`config.mk`:
```
export PLATFORM = sky130hd
export DESIGN_NAME = core_bus_arbiter
export DESIGN_NICKNAME = d
export VERILOG_FILES = /design/src/rtl/core_arb_pkg.sv /design/src/rtl/arb_owner_fifo.sv /design/src/rtl/core_bus_arbiter.sv
export SDC_FILE = /design/constraint.sdc
export NUM_CORES = 1
export LEC_CHECK = 0
export CORE_AREA = 10 10 103 105
export CTS_BUF_LIST = sky130_fd_sc_hd__clkbuf_16
export DETAILED_ROUTE_END_ITERATION = 10
export DIE_AREA = 0 0 113 115
export GPL_ROUTABILITY_DRIVEN = 0
export GPL_TIMING_DRIVEN = 0
export PLACE_DENSITY_LB_ADDON = 0.25
export SLEW_MARGIN = 40
export SYNTH_ARGS = -nofsm -noshare
export SYNTH_HDL_FRONTEND = slang
export SYNTH_HIERARCHICAL = 1
export SYNTH_SLANG_ARGS = --single-unit
```
`constraint.sdc`:
```
create_clock -name clk_i -period 1.9 [get_ports clk_i]
set_clock_uncertainty 0.05 [all_clocks]
set_input_delay 0.285 -clock clk_i [delete_from_list [all_inputs] [get_ports clk_i]]
set_output_delay 0.285 -clock clk_i [all_outputs]
set_load 0.05 [all_outputs]
```
`src/rtl/core_arb_pkg.sv`:
```
// Shared types and helpers for the core bus arbiter.
// Optional grant counters are enabled with the CORE_ARB_PERF_CNT_EN macro
// (see core_bus_arbiter.sv).
package core_arb_pkg;

    // Upper bounds of the supported configuration range.
    localparam int MAX_MASTERS = 8;
    localparam int MAX_ADDR_W  = 64;

    // Width of a master index; never zero so a single-bit index always exists.
    function automatic int idx_width(input int n);
        return (n > 1) ? $clog2(n) : 1;
    endfunction

    // Master index wide enough for the largest supported configuration.
    typedef logic [$clog2(MAX_MASTERS)-1:0] master_idx_t;

    // One master's request payload as seen by the output mux. The address is
    // held at the maximum width and zero-extended from the configured width.
    typedef struct packed {
        logic [MAX_ADDR_W-1:0] addr;
        logic                  we;
        logic [3:0]            be;
        logic [31:0]           wdata;
    } req_t;

endpackage

```
`src/rtl/arb_owner_fifo.sv`:
```
// Owner FIFO: records which master issued each granted transaction so the
// in-order responses can be routed back. A pop and a push in the same cycle
// are both honoured, even when full (the pop frees the slot first).
module arb_owner_fifo #(
    parameter int DEPTH = 2,
    parameter int WIDTH = 1
) (
    input  logic             clk_i,
    input  logic             rst_ni,
    input  logic             push_i,
    input  logic [WIDTH-1:0] data_i,
    input  logic             pop_i,
    output logic [WIDTH-1:0] head_o,
    output logic             full_o,
    output logic             empty_o
);

    localparam int PW = (DEPTH > 1) ? $clog2(DEPTH) : 1;
    localparam int CW = $clog2(DEPTH + 1);

    logic [WIDTH-1:0] mem_q [DEPTH];
    logic [PW-1:0]    rd_q, rd_d;
    logic [PW-1:0]    wr_q, wr_d;
    logic [CW-1:0]    cnt_q, cnt_d;
    logic             do_pop, do_push;

    // Pointers wrap at DEPTH, which need not be a power of two.
    function automatic logic [PW-1:0] ptr_inc(input logic [PW-1:0] p);
        return (p == PW'(DEPTH - 1)) ? '0 : p + 1'b1;
    endfunction

    assign empty_o = (cnt_q == '0);
    assign full_o  = (cnt_q == CW'(DEPTH));
    assign do_pop  = pop_i && !empty_o;
    assign do_push = push_i && (!full_o || do_pop);
    assign head_o  = mem_q[rd_q];

    // Next-state of pointers and occupancy.
    always_comb begin
        rd_d  = do_pop  ? ptr_inc(rd_q) : rd_q;
        wr_d  = do_push ? ptr_inc(wr_q) : wr_q;
        cnt_d = cnt_q;
        if (do_push && !do_pop) begin
            cnt_d = cnt_q + 1'b1;
        end else if (do_pop && !do_push) begin
            cnt_d = cnt_q - 1'b1;
        end
    end

    // Control state with asynchronous reset.
    always_ff @(posedge clk_i or negedge rst_ni) begin
        if (!rst_ni) begin
            rd_q  <= '0;
            wr_q  <= '0;
            cnt_q <= '0;
        end else begin
            rd_q  <= rd_d;
            wr_q  <= wr_d;
            cnt_q <= cnt_d;
        end
    end

    // Storage is not reset; an entry is only read after it has been written.
    always_ff @(posedge clk_i) begin
        if (do_push) begin
            mem_q[wr_q] <= data_i;
        end
    end

endmodule

```
`src/rtl/core_bus_arbiter.sv`:
```
// Round-robin arbiter sharing one core-side req/gnt/rvalid bus between
// NB_MASTERS requesters. A stalled request locks the selection so the
// downstream address/data stay stable until granted. Responses are routed
// back in order via an owner FIFO.
// Optional: define CORE_ARB_PERF_CNT_EN to add per-master grant counters
// (perf_gnt_cnt_o) with a synchronous clear (perf_clr_i).
module core_bus_arbiter
    import core_arb_pkg::*;
#(
    parameter int NB_MASTERS      = 2,
    parameter int ADDR_WIDTH      = 32,
    parameter int MAX_OUTSTANDING = 2
) (
    input  logic                                 clk_i,
    input  logic                                 rst_ni,
    input  logic [NB_MASTERS-1:0]                m_req_i,
    output logic [NB_MASTERS-1:0]                m_gnt_o,
    output logic [NB_MASTERS-1:0]                m_rvalid_o,
    input  logic [NB_MASTERS-1:0][ADDR_WIDTH-1:0] m_addr_i,
    input  logic [NB_MASTERS-1:0]                m_we_i,
    input  logic [NB_MASTERS-1:0][3:0]           m_be_i,
    input  logic [NB_MASTERS-1:0][31:0]          m_wdata_i,
    output logic [31:0]                          m_rdata_o,
    output logic                                 s_req_o,
    input  logic                                 s_gnt_i,
    input  logic                                 s_rvalid_i,
    output logic [ADDR_WIDTH-1:0]                s_addr_o,
    output logic                                 s_we_o,
    output logic [3:0]                           s_be_o,
    output logic [31:0]                          s_wdata_o,
    input  logic [31:0]                          s_rdata_i,
`ifdef CORE_ARB_PERF_CNT_EN
    input  logic                                 perf_clr_i,
    output logic [NB_MASTERS-1:0][31:0]          perf_gnt_cnt_o,
`endif
    output logic                                 err_o
);

    localparam int IDX_W = idx_width(NB_MASTERS);

    if (NB_MASTERS < 2 || NB_MASTERS > MAX_MASTERS) begin : g_bad_nb
        $error("core_bus_arbiter: NB_MASTERS out of range");
    end
    if (MAX_OUTSTANDING < 1 || MAX_OUTSTANDING > 4) begin : g_bad_depth
        $error("core_bus_arbiter: MAX_OUTSTANDING out of range");
    end
    if (ADDR_WIDTH < 1 || ADDR_WIDTH > MAX_ADDR_W) begin : g_bad_aw
        $error("core_bus_arbiter: ADDR_WIDTH out of range");
    end

    // Arbitration state.
    logic [IDX_W-1:0] rr_ptr_q, rr_ptr_d;
    logic             lock_q, lock_d;
    logic [IDX_W-1:0] lock_idx_q, lock_idx_d;
    logic             err_q, err_d;

    // Datapath / handshake signals.
    logic [IDX_W-1:0] sel;
    req_t             req_arr [NB_MASTERS];
    req_t             sel_req;
    logic             fifo_full, fifo_empty;
    logic [IDX_W-1:0] fifo_head;
    logic             can_issue;
    logic             grant;
    logic             rsp_pop;
    logic             unused_addr_hi;

    // Wrap-around successor of a master index.
    function automatic logic [IDX_W-1:0] next_idx(input logic [IDX_W-1:0] i);
        return (i == IDX_W'(NB_MASTERS - 1)) ? '0 : i + 1'b1;
    endfunction

    // Gather each master's payload into the common request type.
    always_comb begin
        for (int i = 0; i < NB_MASTERS; i++) begin
            req_arr[i].addr  = MAX_ADDR_W'(m_addr_i[i]);
            req_arr[i].we    = m_we_i[i];
            req_arr[i].be    = m_be_i[i];
            req_arr[i].wdata = m_wdata_i[i];
        end
    end

    // Master selection: the locked master wins, otherwise the first requester
    // at or after rr_ptr_q. With no requester sel is irrelevant (s_req_o=0).
    always_comb begin
        logic             found;
        logic [IDX_W-1:0] cand;
        sel   = rr_ptr_q;
        found = 1'b0;
        cand  = rr_ptr_q;
        for (int k = 0; k < NB_MASTERS; k++) begin
            if (!found && m_req_i[cand]) begin
                sel   = cand;
                found = 1'b1;
            end
            cand = next_idx(cand);
        end
        if (lock_q) begin
            sel = lock_idx_q;
        end
    end

    // A response arriving this cycle frees a slot, so a full FIFO can still issue.
    assign can_issue = !fifo_full || s_rvalid_i;
    assign s_req_o   = can_issue && m_req_i[sel];
    assign grant     = s_req_o && s_gnt_i;
    assign rsp_pop   = s_rvalid_i && !fifo_empty;

    assign sel_req   = req_arr[sel];
    assign s_addr_o  = sel_req.addr[ADDR_WIDTH-1:0];
    assign s_we_o    = sel_req.we;
    assign s_be_o    = sel_req.be;
    assign s_wdata_o = sel_req.wdata;
    // Zero-extension bits above ADDR_WIDTH carry no information.
    assign unused_addr_hi = ^(sel_req.addr >> ADDR_WIDTH);

    // Same-cycle grant and response routing, one-hot on the chosen master.
    always_comb begin
        m_gnt_o    = '0;
        m_rvalid_o = '0;
        if (grant) begin
            m_gnt_o[sel] = 1'b1;
        end
        if (rsp_pop) begin
            m_rvalid_o[fifo_head] = 1'b1;
        end
    end

    assign m_rdata_o = s_rdata_i;
    assign err_o     = err_q;

    // Next-state: grant advances the pointer and releases the lock; a stall
    // locks the current selection; a locked master dropping its request
    // releases the lock without any push.
    always_comb begin
        rr_ptr_d   = rr_ptr_q;
        lock_d     = lock_q;
        lock_idx_d = lock_idx_q;
        err_d      = err_q || (s_rvalid_i && fifo_empty);
        if (grant) begin
            rr_ptr_d = next_idx(sel);
            lock_d   = 1'b0;
        end else if (s_req_o && !s_gnt_i) begin
            lock_d     = 1'b1;
            lock_idx_d = sel;
        end else if (lock_q && !m_req_i[lock_idx_q]) begin
            lock_d = 1'b0;
        end
    end

    // Arbitration and error state registers.
    always_ff @(posedge clk_i or negedge rst_ni) begin
        if (!rst_ni) begin
            rr_ptr_q   <= '0;
            lock_q     <= 1'b0;
            lock_idx_q <= '0;
            err_q      <= 1'b0;
        end else begin
            rr_ptr_q   <= rr_ptr_d;
            lock_q     <= lock_d;
            lock_idx_q <= lock_idx_d;
            err_q      <= err_d;
        end
    end

    arb_owner_fifo #(
        .DEPTH (MAX_OUTSTANDING),
        .WIDTH (IDX_W)
    ) u_owner_fifo (
        .clk_i   (clk_i),
        .rst_ni  (rst_ni),
        .push_i  (grant),
        .data_i  (sel),
        .pop_i   (rsp_pop),
        .head_o  (fifo_head),
        .full_o  (fifo_full),
        .empty_o (fifo_empty)
    );

`ifdef CORE_ARB_PERF_CNT_EN
    logic [NB_MASTERS-1:0][31:0] perf_cnt_q;

    // Per-master grant counters, wrapping; clear has priority over a grant.
    always_ff @(posedge clk_i or negedge rst_ni) begin
        if (!rst_ni) begin
            perf_cnt_q <= '0;
        end else if (perf_clr_i) begin
            perf_cnt_q <= '0;
        end else begin
            for (int i = 0; i < NB_MASTERS; i++) begin
                if (m_gnt_o[i]) begin
                    perf_cnt_q[i] <= perf_cnt_q[i] + 32'd1;
                end
            end
        end
    end

    assign perf_gnt_cnt_o = perf_cnt_q;
`endif

endmodule

```
==> run_results.csv <==
group,metric,value,unit
sta,maxSlewHeadroom,0.609,
critical_path,crit_path_start_kind,"flop",
critical_path,reg2reg_from,"lock_q",
clock_network,cts_sinks,10,
routing,dr.pass1.iters,4,
critical_path,crit_buf_inv,3,
placed_design,port_buffers,250,
floorplanning,io_pins,283,
critical_path,critPathLaunch,"lock_q",
synth,syn_nets,342,
critical_path,crit_arrival,1820,ps
sta,finalMaxSlewViolations,0,
power_and_ir_drop,p_leak,2.37,nW
sta,period_needed,2160,ps
flow_run,drv_cap,0,
worst_hold_path,min_path_type,"input pin to asynchronous set/reset pin",
routing,vias_per_cell,4.18,
sta,worstMarginPinSlew,585,ps
critical_path,crit_top_cell,"buf_12",
grt,track_usage,0.162,
cells_and_area,final_core_util,0.596,
critical_path,crit_fanout,10,
outcome,status,"complete, but fails checks",
floorplanning,die-area,13000,um^2
grt,grt_antenna_before_repair,0,
routing,post_drt_wl_per_cell,22.0,um
floorplanning,num_rows,34,
cells_and_area,area_delta_synth_final,171,%
sta,setup_ws,-258,ps
critical_path,critical_path_class,"flop to primary output",
placed_design,dpl.hpwl,10.5,mm
routing,drc_errors,0,
clock_network,path_clk_slew,40,ps
cells_and_area,final_area,5090,um^2
outcome,violations,"negative setup slack",
clock_network,cts_buffer_depth,2,
floorplanning,core,8550,um^2
grt,grt_pass1_vias,2371,
critical_path,cpPeakStageDelay,390,ps
cells_and_area,nets,615,
synth,yosysWarnings,6,
sta,rsz0062_at_grt,"yes",
clock_network,cts_tree,"done",
routing,drt_wl_total,12.0,mm
floorplanning,start_util,0.220,
clock_network,numCtsBuffers,3,
sta,whs,287,ps
synth,synth.cell_area,1880,um^2
grt,gr-total-overflow,0,
synth,syn_inst,165,
grt,grt_start_max_net_pins,11,
floorplanning,fp.dieH,115,um
clock_network,cts-root-buf,"clkbuf_16",
sta,max_freq,463,MHz
critical_path,required,1560,ps
sta,final_hold_viol_count,0,
synth,ys_types,31,
placed_design,place_area,4530,um^2
synth,seq_area_frac_synth,0.138,
critical_path,cp-end-kind,"primary output",
grt,grt_pass1_wl,16.2,mm
clock_network,clock_latency,240,ps
floorplanning,dieWidth,113,um
sta,post-route-period-util,1.14,
synth,synth_seq_cells,10,
routing,drtIter0Drc,91,
sta,setup-violations-final,71,
power_and_ir_drop,total_power,7.04,mW
critical_path,crit_chain,"o21bai_4 -> o21ai_4 -> buf_12 -> buf_12 -> mux2_4 -> buf_6",
power_and_ir_drop,vdd_drop_max,0.000685,V
power_and_ir_drop,power_density,1380,nW/um^2
critical_path,cp_slowest_cell,"dfrtp_1",
routing,ant_nets,0,
clock_network,h-tree-depth,1,
critical_path,path_delay_family,"buffers and inverters",
synth,syn_avg_cell_area,11.4,um^2
cells_and_area,antenna_cells_inserted,0,
cells_and_area,layout-drive-gt1-share,0.515,
routing,vias,2280,
kinds of logic (layout without fill, tap and decap cells):
family                     after synthesis  count (layout)  synth area share
DFF                                     10              10             0.138
muxes                                   70              70             0.529
and+or+nand+nor                         22              22            0.0612
AOI/OAI and AO/OA                       12              12            0.0452
xor gates and xnor gates                 5               5            0.0273
buffers and inverters                   45             317             0.192
adders and majority gates                1               1           0.00665
registers in the layout, indices dropped and copies added, names as in the netlist:
name,count
err_o,1
u_owner_fifo/wr_q,1
lock_q,1
lock_idx_q,1
u_owner_fifo/rd_q,1
u_owner_fifo/cnt_q,2
u_owner_fifo/mem_q,2
rr_ptr_q,1
metal layers:
| metal | part of all wire | global-route usage | wire length [um] | up-vias |
|---|---|---|---|---|
| li1 | - | - | - | 1090 |
| met1 | 0.36 | 0.179 | 4310 | 1063 |
| met2 | 0.55 | 0.305 | 6610 | 124 |
| met3 | 0.086 | 0.0505 | 1040 | 3 |
| met4 | 0.0032 | 0.0178 | 38 | 0 |
| met5 | 0 | 0 | 0 | - |
cell usage after synthesis (all sizes together):
cell | count | area [um^2]
a21o | 1 | 7.51
a21oi | 3 | 15.0
a22o | 1 | 8.76
a31o | 1 | 8.76
and2 | 2 | 12.5
buf | 40 | 343
dfrtp | 8 | 200
edfxtp | 2 | 60.1
ha | 1 | 12.5
inv | 5 | 18.8
mux2 | 70 | 995
nand2 | 4 | 15.0
nand2b | 2 | 20.0
nand3 | 2 | 10.0
nor2 | 6 | 22.5
nor2b | 4 | 25.0
nor3 | 2 | 10.0
o21ai | 4 | 27.5
o21bai | 1 | 11.3
o22ai | 1 | 6.26
xnor2 | 3 | 33.8
xor2 | 2 | 17.5
where the power goes:
part,internal (mW),switching [mW],total [mW],leakage [nW]
logic,3.02,3.25,6.26,2.22
registers,0.316,0.0884,0.404,0.106
clock network,0.276,0.0989,0.375,0.0385
path summary, 6_finish.rpt:
kind / slack (ps) / end / cells past startpoint
max: -260 / s_wdata_o[5] / 6
min: 290 / u_owner_fifo/wr_q / 1
max reg2reg: 50 / u_owner_fifo/cnt_q[1] / 10
min reg2reg: 410 / err_o / 1
max in group asynchronous: 1220 / rr_ptr_q / 1
min in group clk_i: 410 / err_o / 1
worst register-to-register path: stages, from the launching register on:
cell     delay, ps
dfrtp_1        390
buf_4          160
a21oi_2        140
o22ai_2        110
nor2_1         150
o21ai_2         90
inv_2           90
ha_2           170
xor2_1         170
nor2_2          50
xor2_1         140
area by class of cell:
type	count	area [um^2]
fillers	725	3460
repair buffers	268	2830
multi-input cells	110	1380
plain buffers	40	392
flip-flops and latches	10	262
well taps	108	135
clock buffers	3	75.1
inverters	5	18.8
clock inverters	1	3.75
through the flow:
step	instances	setup TNS, ps	setup slack, ps
floorplan	165	-19.1	-19.1
global placement	523	-69820	-1020
detailed placement	523	-69980	-1020
CTS	540	-20420	-343
global route	545	-19700	-311
finish	545	-15830	-258
cell usage in the layout, fill, tap and decap left out, drive strengths merged, types with 4 or more instances in the layout:
| master | synthesis | routed |
|---|---|---|
| clkbuf | 0 | 4 |
| buf | 40 | 131 |
| o21ai | 4 | 4 |
| nor2b | 4 | 4 |
| dfrtp | 8 | 8 |
| inv | 5 | 5 |
| nand2 | 4 | 4 |
| mux2 | 70 | 70 |
| nor2 | 6 | 6 |
| clkdlybuf4s50 | 0 | 174 |
what timing repair did:
item                                    CTS  global route
endpoints found under the setup margin   75            74
hold endpoints to repair                  0             0
gates resized for setup                 454           154
buffers inserted                         12             4
pin swaps                                 1             4
hold buffers                              0             0
cloned                                    1             1
Note: power is estimated with default switching activity, not from simulation.
